`config.mk`:
```
export PLATFORM = sky130hd
export DESIGN_NAME = ram_be_requester
export DESIGN_NICKNAME = d
export VERILOG_FILES = /design/src/rtl/ram_be_requester.sv
export SDC_FILE = /design/constraint.sdc
export NUM_CORES = 1
export LEC_CHECK = 0
export BUFFER_PORTS_ARGS = -buffer_cell sky130_fd_sc_hd__buf_4
export CORE_MARGIN = 2
export CORE_UTILIZATION = 57
export DETAILED_ROUTE_END_ITERATION = 6
export GPL_TIMING_DRIVEN = 0
export PLACE_DENSITY = 0.81
export SLEW_MARGIN = 20
export SYNTH_ARGS = -nofsm -noshare
export SYNTH_HDL_FRONTEND = slang
export SYNTH_SLANG_ARGS = --single-unit
```
`constraint.sdc`:
```
create_clock -name clk -period 3.01 [get_ports clk]
set_input_delay 0.1505 -clock clk [delete_from_list [all_inputs] [get_ports clk]]
set_output_delay 0.1505 -clock clk [all_outputs]
set_load 0.02 [all_outputs]
```
`src/rtl/ram_be_requester.sv`:
```
// Request-side controller for the single-port 32-bit byte-enable RAM.
// It steers byte/half/word requests onto RAM lanes and returns in-order responses through a 4-entry FIFO.
module ram_be_requester #(
  parameter int ADDRWIDTH = 8
) (
  input  logic                 clk,
  input  logic                 reset_l,
  input  logic                 req_valid,
  output logic                 req_ready,
  input  logic                 req_write,
  input  logic [1:0]           req_size,
  input  logic [ADDRWIDTH+1:0] req_addr,
  input  logic [31:0]          req_wdata,
  output logic                 rsp_valid,
  input  logic                 rsp_ready,
  output logic [31:0]          rsp_rdata,
  output logic                 rsp_err,
  output logic [3:0]           ram_we,
  output logic [ADDRWIDTH-1:0] ram_addr,
  output logic [31:0]          ram_wr_data,
  input  logic [31:0]          ram_rd_data
);
  localparam int DEPTH = 4;

  typedef struct packed { logic err; logic [31:0] data; } rsp_t;
  typedef struct packed { logic write; logic [1:0] size; logic [1:0] lane; logic err; } meta_t;

  logic [2:0]       cnt;
  logic [1:0]       vld_pipe;  // [0] stage A, [1] stage B
  logic             accept, pop, req_err;
  logic [3:0]       we_c;
  logic [31:0]      wd_c, shifted;
  meta_t            a_meta, b_meta;
  rsp_t             push_rsp;
  rsp_t [DEPTH-1:0] q, sq, q_n;
  logic [DEPTH-1:0] qv, sv, qv_n;
  logic [DEPTH:0]   prev;

  assign req_ready = (cnt != 3'(DEPTH));
  assign accept    = req_valid & req_ready;
  assign pop       = rsp_valid & rsp_ready;

  always_comb begin
    req_err = 1'b0;
    we_c    = 4'b0000;
    wd_c    = req_wdata;
    case (req_size)
      2'd0: begin we_c = 4'b0001 << req_addr[1:0]; wd_c = {4{req_wdata[7:0]}}; end
      2'd1: begin
        req_err = req_addr[0];
        we_c    = req_addr[1] ? 4'b1100 : 4'b0011;
        wd_c    = {2{req_wdata[15:0]}};
      end
      2'd2: begin req_err = (req_addr[1:0] != 2'b00); we_c = 4'b1111; end
      default: req_err = 1'b1;
    endcase
    if (!req_write || req_err) we_c = 4'b0000;
  end

  always_ff @(posedge clk or negedge reset_l) begin
    if (!reset_l) begin
      vld_pipe    <= '0;
      a_meta      <= '0;
      b_meta      <= '0;
      ram_we      <= '0;
      ram_addr    <= '0;
      ram_wr_data <= '0;
    end else begin
      vld_pipe <= {vld_pipe[0], accept};
      ram_we   <= accept ? we_c : 4'b0000;
      if (accept) begin
        ram_addr    <= req_addr[ADDRWIDTH+1:2];
        ram_wr_data <= wd_c;
        a_meta      <= '{write: req_write, size: req_size, lane: req_addr[1:0], err: req_err};
      end
      b_meta <= a_meta;
    end
  end

  // Credits cover every in-flight request, so the FIFO can never overflow.
  always_ff @(posedge clk or negedge reset_l) begin
    if (!reset_l) cnt <= '0;
    else begin
      case ({accept, pop})
        2'b10:   cnt <= cnt + 3'd1;
        2'b01:   cnt <= cnt - 3'd1;
        default: cnt <= cnt;
      endcase
    end
  end

  always_comb begin
    shifted      = ram_rd_data >> {b_meta.lane, 3'b000};
    push_rsp.err = b_meta.err;
    case (b_meta.size)
      2'd0:    push_rsp.data = {24'd0, shifted[7:0]};
      2'd1:    push_rsp.data = {16'd0, shifted[15:0]};
      default: push_rsp.data = shifted;
    endcase
    if (b_meta.write || b_meta.err) push_rsp.data = '0;
  end

  // Shift FIFO: entry 0 is the head and drives the outputs straight from flops.
  // Empty slots are kept at zero so rsp_rdata/rsp_err read 0 when idle.
  always_comb begin
    sv = pop ? (qv >> 1) : qv;
    for (int i = 0; i < DEPTH-1; i++) sq[i] = pop ? q[i+1] : q[i];
    sq[DEPTH-1] = pop ? '0 : q[DEPTH-1];
    prev = {sv, 1'b1};
    qv_n = sv;
    q_n  = sq;
    for (int i = 0; i < DEPTH; i++) begin
      if (vld_pipe[1] && !sv[i] && prev[i]) begin
        qv_n[i] = 1'b1;
        q_n[i]  = push_rsp;
      end
    end
  end

  always_ff @(posedge clk or negedge reset_l) begin
    if (!reset_l) begin
      qv <= '0;
      q  <= '0;
    end else begin
      qv <= qv_n;
      q  <= q_n;
    end
  end

  assign rsp_valid = qv[0];
  assign rsp_rdata = q[0].data;
  assign rsp_err   = q[0].err;
endmodule

```
# Word-level counts from Yosys, hierarchy flattened
# Cells that the tools add are included.
# word_totals
inputBits	81
reg_bits	197
out_inout_bits	79
word_cells	78
# classes
bitwise_logic	2
shift	2
n_mux	22
addsub	2
n_eq_ne	6
n_reduce_logical	22
# op_table
op	n
33-bit 2-to-1 mux	8
32-bit one-hot mux with 2 select lines	2
32-bit 2-to-1 mux	1
32-bit by 5-bit >> shifter with 32-bit output	1
4-bit 2-to-1 mux	4
4-bit one-hot mux with 3 select lines	1
2-bit nonzero test	6
1-bit logical AND	7
2-bit by 1-bit equality test with 1-bit output, second input constant	3
3-bit one-hot mux with 2 select lines	1
1-bit zero test	5
2-bit equality test, second input constant	2
2-bit zero test	2
1-bit 2-to-1 mux	4
1-bit by 2-bit << shifter with 4-bit output, first input constant	1
3-bit by 1-bit adder with 3-bit output, second input constant	1
3-bit != test, second input constant	1
1-bit one-hot mux with 3 select lines	1
3-bit by 1-bit subtractor with 3-bit output, second input constant	1
1-bit bitwise AND	2
1-bit logical OR	2

# Longest topological paths before layout
# depth
depth_word	6
ltp_mapped	9
ltp_nobuf	7

# Least setup slack after synthesis
# Ideal clock, no wire load.
# synth_timing
path_kind	reg-to-reg
startpoint	register cnt[0]
endpoint	register cnt[1]
arrival_time_ps	2318
path_buffers	1
path_slack_ps	567
stages_incl_launch_ff	7
required_time_ps	2885
setup_ps	125
period_less_slack_ps	2443
path_cell_list	dfrtp_1 or3b_1 nand2_1 clkbuf_1 ha_1 fa_1 mux2_2
# synth_via
elab_chain_len	4
elab_cells_between_ends	8
cone_classes	2 x add/sub; 3 x eq/ne; 1 x mux; 1 x bitwise; 1 x reduce/logical
# synth_lines
element	line_no	text
start, declared	28	logic [2:0] cnt;
start signal, assigned	85	2'b10: cnt <= cnt + 3'd1;
start signal, assigned	86	2'b01: cnt <= cnt - 3'd1;
start signal, assigned	87	default: cnt <= cnt;
3-bit != test (*)	39	assign req_ready = (cnt != 3'(DEPTH));
net req_ready	9	output logic req_ready,
1-bit bitwise AND (*)	40	assign accept = req_valid & req_ready;
2-bit by 1-bit equality test with 1-bit output / 2-bit equality test (equally long branches)	84	case ({accept, pop})
3-bit one-hot mux with 2 select lines / 2-bit nonzero test (equally long branches)	-	
# Mark *: on every way through the listed nets, which the timed path passes. The rest lies on a longest branch.
# A chain may end at the register's enable or synchronous reset.

# Final worst setup path
# layout_timing
startpoint	register cnt[0]
endpoint	register cnt[1]
# layout_via
elab_chain_len	4
elab_cells_between_ends	8
cone_classes	2 x add/sub; 3 x eq/ne; 1 x mux; 1 x bitwise; 1 x reduce/logical
# layout_lines
element	line_no
3-bit != test	39
1-bit bitwise AND	40
2-bit by 1-bit equality test with 1-bit output / 2-bit equality test (equally long branches)	84
3-bit one-hot mux with 2 select lines / 2-bit nonzero test (equally long branches)	-
# Parallel ways exist; a longest one is shown, timed or not.

==> run_results.csv <==
group,metric,value,unit
clock_tree,cts_resized,0,
timing,fin_crit,2.68,ns
detailed_routing,dr.pass1.iters,5,
detailed_routing,via_per_inst,5.78,
finish,n_antenna_cell,0,
die,start_util,57.7,%
placement,gp_congestion,0.953,
detailed_routing,drc,0,
die,ios,160,
clock_tree,htreeDepth,4,
die,fp.dieArea,0.0176,mm^2
setup_path,cp.required,3.34,ns
grt,grt_max_degree,100,
finish,layout_common_cells,"dfrtp_1, buf_4, mux2i_1",
logic_synthesis,async_flop_share,100,%
setup_path,cp_cell_sequence,"or3b_1, nand2_1, clkbuf_1, ha_1, fa_1, mux2_2",
setup_path,critPathTopFamily,"adder cells",
clock_tree,cts_sinks,197,
clock_tree,clock_path_buffers,2,
timing,max_freq,373,MHz
job,maxCapViolations,0,
finish,final_common_cell,"dfrtp_1",
placement,dp_hpwl,17.9,mm
clock_tree,clk_latency,0.45,ns
clock_tree,numCtsBuffers,17,
timing,fin_skew,0.00703,ns
die,core,0.0164,mm^2
grt,grt_pass1_wl,42.3,mm
timing,slew_headroom,37.4,%
logic_synthesis,synth_cell_type_count,45,
detailed_routing,wirelength,26.2,mm
setup_path,path_max_fanout,10,
grt,grt-ovfl-total,0,
grt,track_usage,30.8,%
setup_path,cp_num_cells,6,
setup_path,critPathLaunchType,"register",
logic_synthesis,yosys_warnings,0,
setup_path,cp_slowest_cell,"clkbuf_1",
status,outcome,"complete, no violations",
detailed_routing,drtAntennaViolNets,0,
timing,rsz0062_at_grt,"false",
setup_path,end_kind,"register",
finish,drive_gt1_share,24.0,%
finish,fin_nets,1214,
clock_tree,clk_pin_slew,0.07,ns
logic_synthesis,synth_area_per_cell,10.2,um^2
clock_tree,tritoncts,"done",
timing,fin_crit_sh,89.0,%
logic_synthesis,synthesis.area,0.00946,mm^2
detailed_routing,wl_per_cell,19.2,um
power_and_ir_drop,pwr_density_cell,873,mW/mm^2
setup_path,cp.buffers_inverters,1,
min_path,hp-class,"in2reg",
logic_synthesis,synthCells,924,
timing,finalSetupViolations,0,
detailed_routing,drt_iter0_drc,771,
clock_tree,post_cts_buffers,0,
setup_path,critPathKind,"reg2reg",
grt,antenna_found_initial,0,
logic_synthesis,synth_nets,1007,
logic_synthesis,synthFlopType,"dfrtp_1",
placement,detailed_place.area,0.0110,mm^2
finish,syn_to_final_growth,25.0,%
power_and_ir_drop,power_leakage,0.00591,uW
grt,grt_pass1_vias,7937,
logic_synthesis,synth_edf_count,0,
logic_synthesis,synth_seq_cells,197,
die,row_count,47,
logic_synthesis,ys_seq_area_share,52.1,%
timing,setup_tns,0,ns
min_path,hold-path-cell-count,3,
timing,hold_violations,0,
clock_tree,cts_root_buf,"clkbuf_16",
setup_path,cp_slowest_stage_delay,0.43,ns
detailed_routing,num_vias,7888,
finish,finalInstanceArea,0.0118,mm^2
timing,drv_slew,0,
placement,numPortBuffers,157,
die,dieWidth,133,um
power_and_ir_drop,ir_worst_vdd,0.569,mV
die,die_h,133,um
setup_path,arrival,3.01,ns
setup_path,r2r_cells,6,
timing,tightest_slew,0.932,ns
power_and_ir_drop,finalPower,10300,uW
finish,final_util,72.1,%
==> worst paths after layout <==
check	start	endpoint	slack, ns
worst min register to register	vld_pipe[0]$_DFF_PN0_	vld_pipe[1]$_DFF_PN0_	0.35
max in group asynchronous	reset_l	ram_wr_data[10]$_DFFE_PN0P_	1.85
worst min-delay path	req_wdata[12]	ram_wr_data[12]$_DFFE_PN0P_	0.02
min in group asynchronous	reset_l	q[60]$_DFFE_PN0P_	0.31
worst max-delay path	cnt[0]$_DFFE_PN0P_	cnt[1]$_DFFE_PN0P_	0.33
worst max register to register	cnt[0]$_DFFE_PN0P_	cnt[1]$_DFFE_PN0P_	0.33
==> per-stage QoR <==
step	instances	worst slack, ns	hold slack (ns)
floorplan	924	0.567	-0.145
global placement	1301	0.117	0.332
detailed placement	1303	0.0814	0.211
CTS	1365	0.0453	0.000733
global route	1364	0.181	0.00126
finish	1364	0.333	0.0155
==> state kept, by name, indices dropped and copies added, names as in the netlist <==
| signal | cells |
|---|---|
| qv | 4 |
| ram_we | 4 |
| q | 99 |
| b_meta | 6 |
| ram_wr_data | 32 |
| rsp_err | 1 |
| vld_pipe | 2 |
| rsp_rdata | 32 |
| cnt | 3 |
| ram_addr | 8 |
| a_meta | 6 |
==> report_power, final <==
part           internal, uW  total [uW]  leakage, uW  switching, uW
clock network          1140        2180     0.000270           1030
logic                  1820        4190      0.00306           2370
registers              3460        3960      0.00258            497
total                  6420       10300      0.00591           3900
==> layer usage <==
layer  up-vias  GRT usage (%)  share of wire [%]
li1       3591              -                  -
met4         0           10.9                2.9
met2       411           49.8                 48
met3        60           8.31                9.1
met1      3826           40.2                 40
met5         -              0                  0
==> layout make-up <==
class,instances,area [um^2]
multi-input combinational,613,3950
clock inverter,15,130
sequential,197,4930
timing repair buffer,189,1540
inverter,14,52.6
clock buffer,17,425
fill,1163,4580
tap,220,275
buffer,99,523
==> cells by family (layout without fill, tap and decap cells) <==
| family | Yosys count | in the layout | synth area share (%) |
|---|---|---|---|
| AND/OR/NAND/NOR | 244 | 244 | 11.3 |
| AO/OA/AOI/OAI | 198 | 198 | 12.0 |
| flip-flops | 197 | 197 | 52.1 |
| multiplexers | 165 | 165 | 17.8 |
| buffers and inverters | 114 | 334 | 6.12 |
| XOR/XNOR | 4 | 4 | 0.370 |
| adder cells (fa/ha/maj) | 2 | 2 | 0.344 |
==> cells in the mapped netlist, types with 3 or more instances <==
library cell | n | area share (%)
o211ai_1 | 8 | 0.63
o22a_1 | 8 | 0.74
mux2i_1 | 140 | 15
dfrtp_1 | 197 | 52
mux2_2 | 25 | 3.0
nor2_1 | 39 | 1.5
inv_1 | 13 | 0.52
o21ai_1 | 34 | 1.8
buf_4 | 32 | 2.5
or2_1 | 8 | 0.53
a211oi_1 | 17 | 1.3
a21oi_1 | 42 | 2.2
clkbuf_1 | 41 | 1.6
o22ai_1 | 8 | 0.53
buf_1 | 7 | 0.28
o21ai_0 | 69 | 3.6
nor2b_1 | 3 | 0.20
and2_1 | 16 | 1.1
buf_2 | 19 | 1.0
nand3_1 | 33 | 1.7
nor3_1 | 5 | 0.26
nand2_1 | 131 | 5.2
==> tightest hold or removal path, stage by stage <==
cell and delay [ns]:
buf_4 0.08, mux2i_1 0.05, o21ai_0 0.14
==> timing repair <==
item                                   CTS  global route
setup endpoints to repair                0             1
endpoints found under the hold margin  130             0
hold buffers                            30             0
Power figures use the tool's default switching activity.
